File: config.mk
export PLATFORM = sky130hd
export DESIGN_NAME = mux_32bit
export DESIGN_NICKNAME = d
export VERILOG_FILES = /design/src/rtl/alu_pkg.sv /design/src/rtl/mux2_32bit.sv /design/src/rtl/mux_32bit.sv
export SDC_FILE = /design/constraint.sdc
export NUM_CORES = 1
export LEC_CHECK = 0
export ABC_AREA = 1
export CAP_MARGIN = 20
export CORE_ASPECT_RATIO = 0.7
export CORE_MARGIN = 8
export CORE_UTILIZATION = 36
export CTS_BUF_LIST = sky130_fd_sc_hd__clkbuf_16
export DETAILED_ROUTE_END_ITERATION = 8
export GPL_TIMING_DRIVEN = 1
export PLACE_DENSITY = 0.83
export SYNTH_ARGS = -nofsm -noshare
export SYNTH_HDL_FRONTEND = slang
export SYNTH_SLANG_ARGS = --single-unit
File: constraint.sdc
create_clock -name clk -period 1.5 [get_ports clk]
set_clock_uncertainty 0.2 [all_clocks]
set_input_delay 0.45 -clock clk [delete_from_list [all_inputs] [get_ports clk]]
set_output_delay 0.45 -clock clk [all_outputs]
set_load 0.1 [all_outputs]
File: src/rtl/alu_pkg.sv
// rtl/alu_pkg.sv - shared ALU width and result-select codes
package alu_pkg;

  localparam int ALU_W = 32;

  // Result-select codes, sel = {S1,S2,S3}
  localparam logic [2:0] SEL_I0 = 3'd0;
  localparam logic [2:0] SEL_I1 = 3'd1;
  localparam logic [2:0] SEL_I2 = 3'd2;
  localparam logic [2:0] SEL_I3 = 3'd3;
  localparam logic [2:0] SEL_I4 = 3'd4;
  localparam logic [2:0] SEL_I5 = 3'd5;
  localparam logic [2:0] SEL_I6 = 3'd6;
  localparam logic [2:0] SEL_I7 = 3'd7;

endpackage

File: src/rtl/mux2_32bit.sv
// rtl/mux2_32bit.sv - 2:1 word multiplexer, one node of the select tree
module mux2_32bit
  import alu_pkg::*;
#(
  parameter int WIDTH = ALU_W
) (
  input  logic [WIDTH-1:0] a,
  input  logic [WIDTH-1:0] b,
  input  logic             s,
  output logic [WIDTH-1:0] y
);

  // s=0 passes a, s=1 passes b
  always_comb begin
    y = s ? b : a;
  end

endmodule

File: src/rtl/mux_32bit.sv
// rtl/mux_32bit.sv - registered 8:1 result-select stage of the 32-bit ALU
module mux_32bit
  import alu_pkg::*;
#(
  parameter int WIDTH = ALU_W
) (
  input  logic             clk,
  input  logic             rst_n,
  input  logic [WIDTH-1:0] I0,
  input  logic [WIDTH-1:0] I1,
  input  logic [WIDTH-1:0] I2,
  input  logic [WIDTH-1:0] I3,
  input  logic [WIDTH-1:0] I4,
  input  logic [WIDTH-1:0] I5,
  input  logic [WIDTH-1:0] I6,
  input  logic [WIDTH-1:0] I7,
  input  logic             S1,
  input  logic             S2,
  input  logic             S3,
  output logic [WIDTH-1:0] out
);

  logic [WIDTH-1:0] l1_01, l1_23, l1_45, l1_67;
  logic [WIDTH-1:0] l2_03, l2_47;
  logic [WIDTH-1:0] l3_07;
  logic [WIDTH-1:0] out_d, out_q;

  // Level 1: LSB picks within each adjacent pair
  mux2_32bit #(.WIDTH(WIDTH)) u_l1_01 (.a(I0), .b(I1), .s(S3), .y(l1_01));
  mux2_32bit #(.WIDTH(WIDTH)) u_l1_23 (.a(I2), .b(I3), .s(S3), .y(l1_23));
  mux2_32bit #(.WIDTH(WIDTH)) u_l1_45 (.a(I4), .b(I5), .s(S3), .y(l1_45));
  mux2_32bit #(.WIDTH(WIDTH)) u_l1_67 (.a(I6), .b(I7), .s(S3), .y(l1_67));

  // Level 2: middle bit picks within each half
  mux2_32bit #(.WIDTH(WIDTH)) u_l2_03 (.a(l1_01), .b(l1_23), .s(S2), .y(l2_03));
  mux2_32bit #(.WIDTH(WIDTH)) u_l2_47 (.a(l1_45), .b(l1_67), .s(S2), .y(l2_47));

  // Level 3: MSB picks the half
  mux2_32bit #(.WIDTH(WIDTH)) u_l3_07 (.a(l2_03), .b(l2_47), .s(S1), .y(l3_07));

  // Next output word is the tree result; register loads every cycle
  always_comb begin
    out_d = l3_07;
  end

  // Output register with synchronous clear; clear wins over data
  always_ff @(posedge clk) begin
    if (!rst_n) begin
      out_q <= '0;
    end else begin
      out_q <= out_d;
    end
  end

  assign out = out_q;

endmodule

# Word-level counts from Yosys, hierarchy flattened

Cells that the tools add are included.

Bits in registers: 32
Output and inout port bits: 32

Multiplexer cells: 7

Operators with widths:

| kind              | number |
|---|---|
| 32-bit 2-to-1 mux | 7 |

# Depth between registers and ports, before layout

Gate-level depths: netlist of the first run.

Depth after elaboration: 3
Mapped depth: 8
Mapped depth without buffers: 6

# Modules after synthesis

Synthesis of the first run repeated with hierarchy kept, for this count alone.

Cell total of the unflattened synthesis: 827
Area total of the unflattened synthesis: 4356.7 µm²

Modules (own cells, without submodules):

| module     | times used | cells an instance | area each (µm²) | sequential area each (µm²) |
|---|---|---|---|---|
| mux2_32bit | 7          | 104               | 491.7           | 0.0 |
| mux_32bit  | 1          | 99                | 914.6           | 640.6 |

# Least setup slack after synthesis of the first run

No wires, ideal clock.

Path type: flip-flop to output port
Start: register out_q[0], in the netlist out[0]
End: output port out[0]
Data arrival time: 909 ps
Data required time: 850 ps
Slack: -59 ps
Stages on the path, launching flop included: 1
Path buffers: 0
Cells stage by stage: dfxtp_1

RTL lines:

| what                   | line            | source |
|---|---|---|
| start, declared        | mux_32bit.sv:26 | `logic [WIDTH-1:0] out_d, out_q;` |
| start signal, assigned | mux_32bit.sv:51 | `out_q <= out_d;` |
| end, declared          | mux_32bit.sv:20 | `output logic [WIDTH-1:0] out` |

No word-level cell between the ends.

# Worst setup path after layout of the first run

Start: register out_q[14], in the netlist out[14]
End: output port out[14]

No word-level cell between the ends.

==> results.yml, run 1 <==
synthesis:
  postSynthCellCount: 885
  syn_avg_cell_area_sq_um: 4.62
  synth-xor-area-share_pct: 0
  ys_types: 9
  synth_warnings: 0
  seq_area_frac_synth_pct: 15.7
  synth.mux.area_fraction_pct: 0
  synth_top_family_by_area: "simple AND/OR/NAND/NOR gates"
  yosys_register_bits: 32
  synth_area_sq_um: 4090
  synthAdderAreaFrac_pct: 0
  syn_nets: 1146
  yosys.area_share.simple_pct: 54.9
  synth_compound_area_share_pct: 0
place:
  portBuffers: 292
  place_hpwl_um: 15100
  gp_congestion: 0.917
  dpl-instance-area_sq_um: 7680
cts:
  post_cts_buffers: 0
  clk_pin_slew_ns: 0.05
  clockRootBuffer: "clkbuf_16"
  cts_sinks: 32
  cts.htree.levels: 2
  clockBufferDepth: 2
  ctsHoldBuffers: 0
  cts_buffers: 5
  cts_tree: "done"
  cts.repair.resized: 0
timing:
  setup_viol_count_final: 0
  worst_pin_slew_ns: 0.265
  finalHoldViolations: 0
  period_needed_ns: 1.46
  slew_viol_final: 0
  fmax_ghz: 0.686
  rsz0062_at_grt: "no"
  tns_ns: 0
  relSlewSlack_pct: 82.3
  finalCritPeriodShare_pct: 97.2
routing:
  drt_iter0_markers: 362
  wl_per_cell_um: 13.9
  drc: 0
  dr.pass1.iters: 5
  vias: 5858
  viasPerCell: 4.45
  routed_wl_um: 18200
  postRouteAntennaNets: 0
finish:
  fin_area_sq_um: 7820
  drive_gt1_share_pct: 8.95
  diodes: 0
  layout_commonest_cell: "nand2_1"
  n_fill_cell: 921
  largest_reg_flops: 32
  final_cell_mix: "320 x nand2_1, 257 x clkdlybuf4s50_1, 256 x inv_1"
  num-nets-final: 1422
  syn2layout_area_growth_pct: 91.2
floorplanning:
  io_pins: 293
  rows: 32
  dieHeight_um: 105
  die_w_um: 143
  dieArea_sq_um: 15100
  coreArea_sq_um: 11100
  initial_utilization_pct: 37.0
worst_setup_path:
  cp.required_ns: 0.85
  cp_data_arrival_time_ns: 0.81
  critPathTopFamily: "flip-flops"
  worstSetupEndpointType: "output port"
  crit_slowest_cell: "dfxtp_2"
  slowest_delay_ns: 0.35
  critPathBufInv: 1
  cp_cell_sequence: "buf_12"
  critPathKind: "flip-flop to output port"
  cp-start-kind: "flip-flop"
  crit_path_max_fanout: 1
global_routing:
  grt_max_degree: 43
  grt_antenna_before_repair: 0
  gr-total-overflow: 0
  grt_pass1_wl_um: 28800
  grt_pass1_vias: 5740
  grt_usage_pct: 23.6
power:
  p_leak_nw: 4.47
  power.density_nw_per_um2: 570
  ir_worst_vdd_mv: 0.411
run:
  max_cap_violations: 0
min_path:
  min_path_type: "primary input to flip-flop"
status:
  outcome: "finished, final reports clean"
power breakdown:
part | leakage (nW) | internal [mW] | switching, mW
logic | 4.12 | 1.22 | 1.25
registers | 0.275 | 0.944 | 0.0636
clock network | 0.0710 | 0.603 | 0.382
layer usage:
metal	GRT usage [%]	routed length (um)	vias up
li1	-	-	3059
met1	27.2	7230	2493
met2	40.2	8540	274
met3	8.23	2040	32
met4	6.81	435	0
met5	0	0	-
per-stage QoR:
| stage | setup slack, ns | hold slack (ns) | total power, mW | std cells | util, % |
|---|---|---|---|---|---|
| final | 0.0419 | 0.460 | 4.46 | 1315 | 70.7 |
| after global routing | 0.00458 | 0.474 | 4.72 | 1315 | 70.7 |
| after CTS | 0.0229 | 0.455 | 4.50 | 1315 | 70.7 |
| after detailed placement | -0.175 | 0.715 | 3.49 | 1307 | 69.5 |
| after global placement | -0.152 | 0.714 | 3.47 | 1307 | 69.5 |
| after floorplan | 0.0929 | 0.363 | 2.22 | 885 | - |
cell usage after synthesis (all sizes together):
master / count / area [sq um]
nand2: 320 / 1200
dfxtp: 32 / 641
buf: 45 / 214
nand3: 160 / 801
nor2: 64 / 240
inv: 258 / 968
clkbuf: 6 / 22.5
worst paths after layout:
check / slack [ns] / from / endpoint / cells after the start
setup / recovery: 0.04 / out[14] / out[14] / 1
hold / removal: 0.46 / S1 / out[6] / 4
cell families after synthesis:
| logic type | count (synthesis) |
|---|---|
| buffers and inverters | 309 |
| and+or+nand+nor | 544 |
| DFF | 32 |
layout make-up:
class	count	area (sq um)	share of cell area, %
clock buffer	5	125	1.60
inverter	258	971	12.4
multi-input combinational	544	2240	28.7
timing repair buffer	320	3590	45.9
tap	153	191	2.45
clock inverter	3	13.8	0.176
sequential	32	681	8.71
(Power assumes the default switching activity.)
==> inputs of run 2 (changes only) <==
--- a/config.mk
+++ b/config.mk
@@ -10,7 +10,6 @@
 export CORE_ASPECT_RATIO = 0.7
 export CORE_MARGIN = 8
 export CORE_UTILIZATION = 36
-export CTS_BUF_LIST = sky130_fd_sc_hd__clkbuf_16
 export DETAILED_ROUTE_END_ITERATION = 8
 export GPL_TIMING_DRIVEN = 1
 export PLACE_DENSITY = 0.83
==> run 2 against run 1 <==
- via count fell by 0.24%
- total power rose by 1.3%
- sequential cell count did not move
- critical endpoint unchanged
- largest cell class unchanged
- core utilization rose by 0.091 points
- clock-buffer cell count rose by 1
==> results.yml, run 2 (same netlist as run 1, synthesis figures left out) <==
timing:
  finalCritPeriodShare_pct: 97.3
  fmax_ghz: 0.685
  setup_viol_count_final: 0
  relSlewSlack_pct: 82.5
  worst_pin_slew_ns: 0.262
  rsz0062_at_grt: "no"
  layout_setup_ws_ns: 0.0406
  slew_viol_final: 0
  period_needed_ns: 1.46
  finalHoldViolations: 0
cts:
  cts.htree.levels: 2
  clk_pin_slew_ns: 0.06
  cts_buffers: 5
  post_cts_buffers: 0
  cts_tree: "done"
  cts_sinks: 32
  cts.repair.resized: 0
  clockBufferDepth: 2
  ctsHoldBuffers: 0
  clockRootBuffer: "clkbuf_16"
finish:
  seqCellArea_sq_um: 681
  diodes: 0
  drive_gt1_share_pct: 9.04
  final_cell_mix: "320 x nand2_1, 257 x clkdlybuf4s50_1, 256 x inv_1"
  utilization_pct: 70.8
  num-nets-final: 1422
  largest_reg_flops: 32
  layout_commonest_cell: "nand2_1"
  n_fill_cell: 918
  multi_input_area_sq_um: 2240
  syn2layout_area_growth_pct: 91.4
power:
  p_leak_nw: 4.47
  power.density_nw_per_um2: 577
  ir_worst_vdd_mv: 0.412
global_routing:
  grt-busiest-layer: "met2"
  met2_usage_pct: 40.5
  grt_max_degree: 43
  grt_usage_pct: 23.7
  use_met1_pct: 27.3
  use_met3_pct: 8.23
  grt_pass1_wl_um: 28900
  grt_pass1_vias: 5743
  grt_antenna_before_repair: 0
  gr-total-overflow: 0
place:
  dpl_worst_slack_ns: -0.175
  gp_congestion: 0.917
  portBuffers: 292
  place_hpwl_um: 15100
worst_setup_path:
  crit_slowest_cell: "dfxtp_2"
  cp_data_arrival_time_ns: 0.81
  critPathKind: "flip-flop to output port"
  slowest_delay_ns: 0.35
  crit_path_max_fanout: 1
  cp_cell_sequence: "buf_12"
  worstSetupEndpointType: "output port"
  critPathBufInv: 1
  critPathTopFamily: "flip-flops"
  cp.required_ns: 0.85
  cp-start-kind: "flip-flop"
routing:
  drt_iter0_markers: 349
  routed_wl_um: 18300
  postRouteAntennaNets: 0
  dr.pass1.iters: 5
  drc: 0
  vias: 5844
  wl_per_cell_um: 13.9
  viasPerCell: 4.44
floorplanning:
  io_pins: 293
  dieHeight_um: 105
  die_w_um: 143
  rows: 32
  coreArea_sq_um: 11100
  initial_utilization_pct: 37.0
  dieArea_sq_um: 15100
status:
  outcome: "finished, final reports clean"
min_path:
  min_path_type: "primary input to flip-flop"
run:
  max_cap_violations: 0
==> run 2: path summary, 6_finish.rpt <==
| kind | startpoint | endpoint | slack (ns) | depth (start not counted) |
|---|---|---|---|---|
| max | out[14] | out[14] | 0.04 | 1 |
| min | S1 | out[6] | 0.46 | 4 |
==> run 2: layout make-up <==
cell class	count	share of cell area (%)
inverter	258	12.4
timing repair buffer	320	45.9
clock buffer	6	1.77
tap	153	2.45
clock inverter	2	0.128
sequential	32	8.70
multi-input combinational	544	28.7
==> run 2: power breakdown <==
group	internal (mW)	total (mW)	switching, mW
logic	1.22	2.47	1.25
registers	0.944	1.01	0.0636
clock network	0.654	1.04	0.385
total	2.81	4.51	1.70
==> run 2: per-stage QoR <==
step	TNS (ns)	total power, mW	cells	cell area [sq um]	hold WS (ns)
2_1_floorplan	0	2.22	885	4130	0.363
3_3_place_gp	-3.04	3.47	1307	7680	0.714
3_5_place_dp	-3.66	3.49	1307	7680	0.715
4_1_cts	0	4.55	1315	7830	0.455
5_1_grt	0	4.77	1315	7830	0.474
6_report	0	4.51	1315	7830	0.459
==> run 2: routing by layer <==
layer,share of wire [%],up-vias
met1,40,2483
met2,47,271
li1,-,3060
met3,11,30
met4,2.2,0
met5,0,-
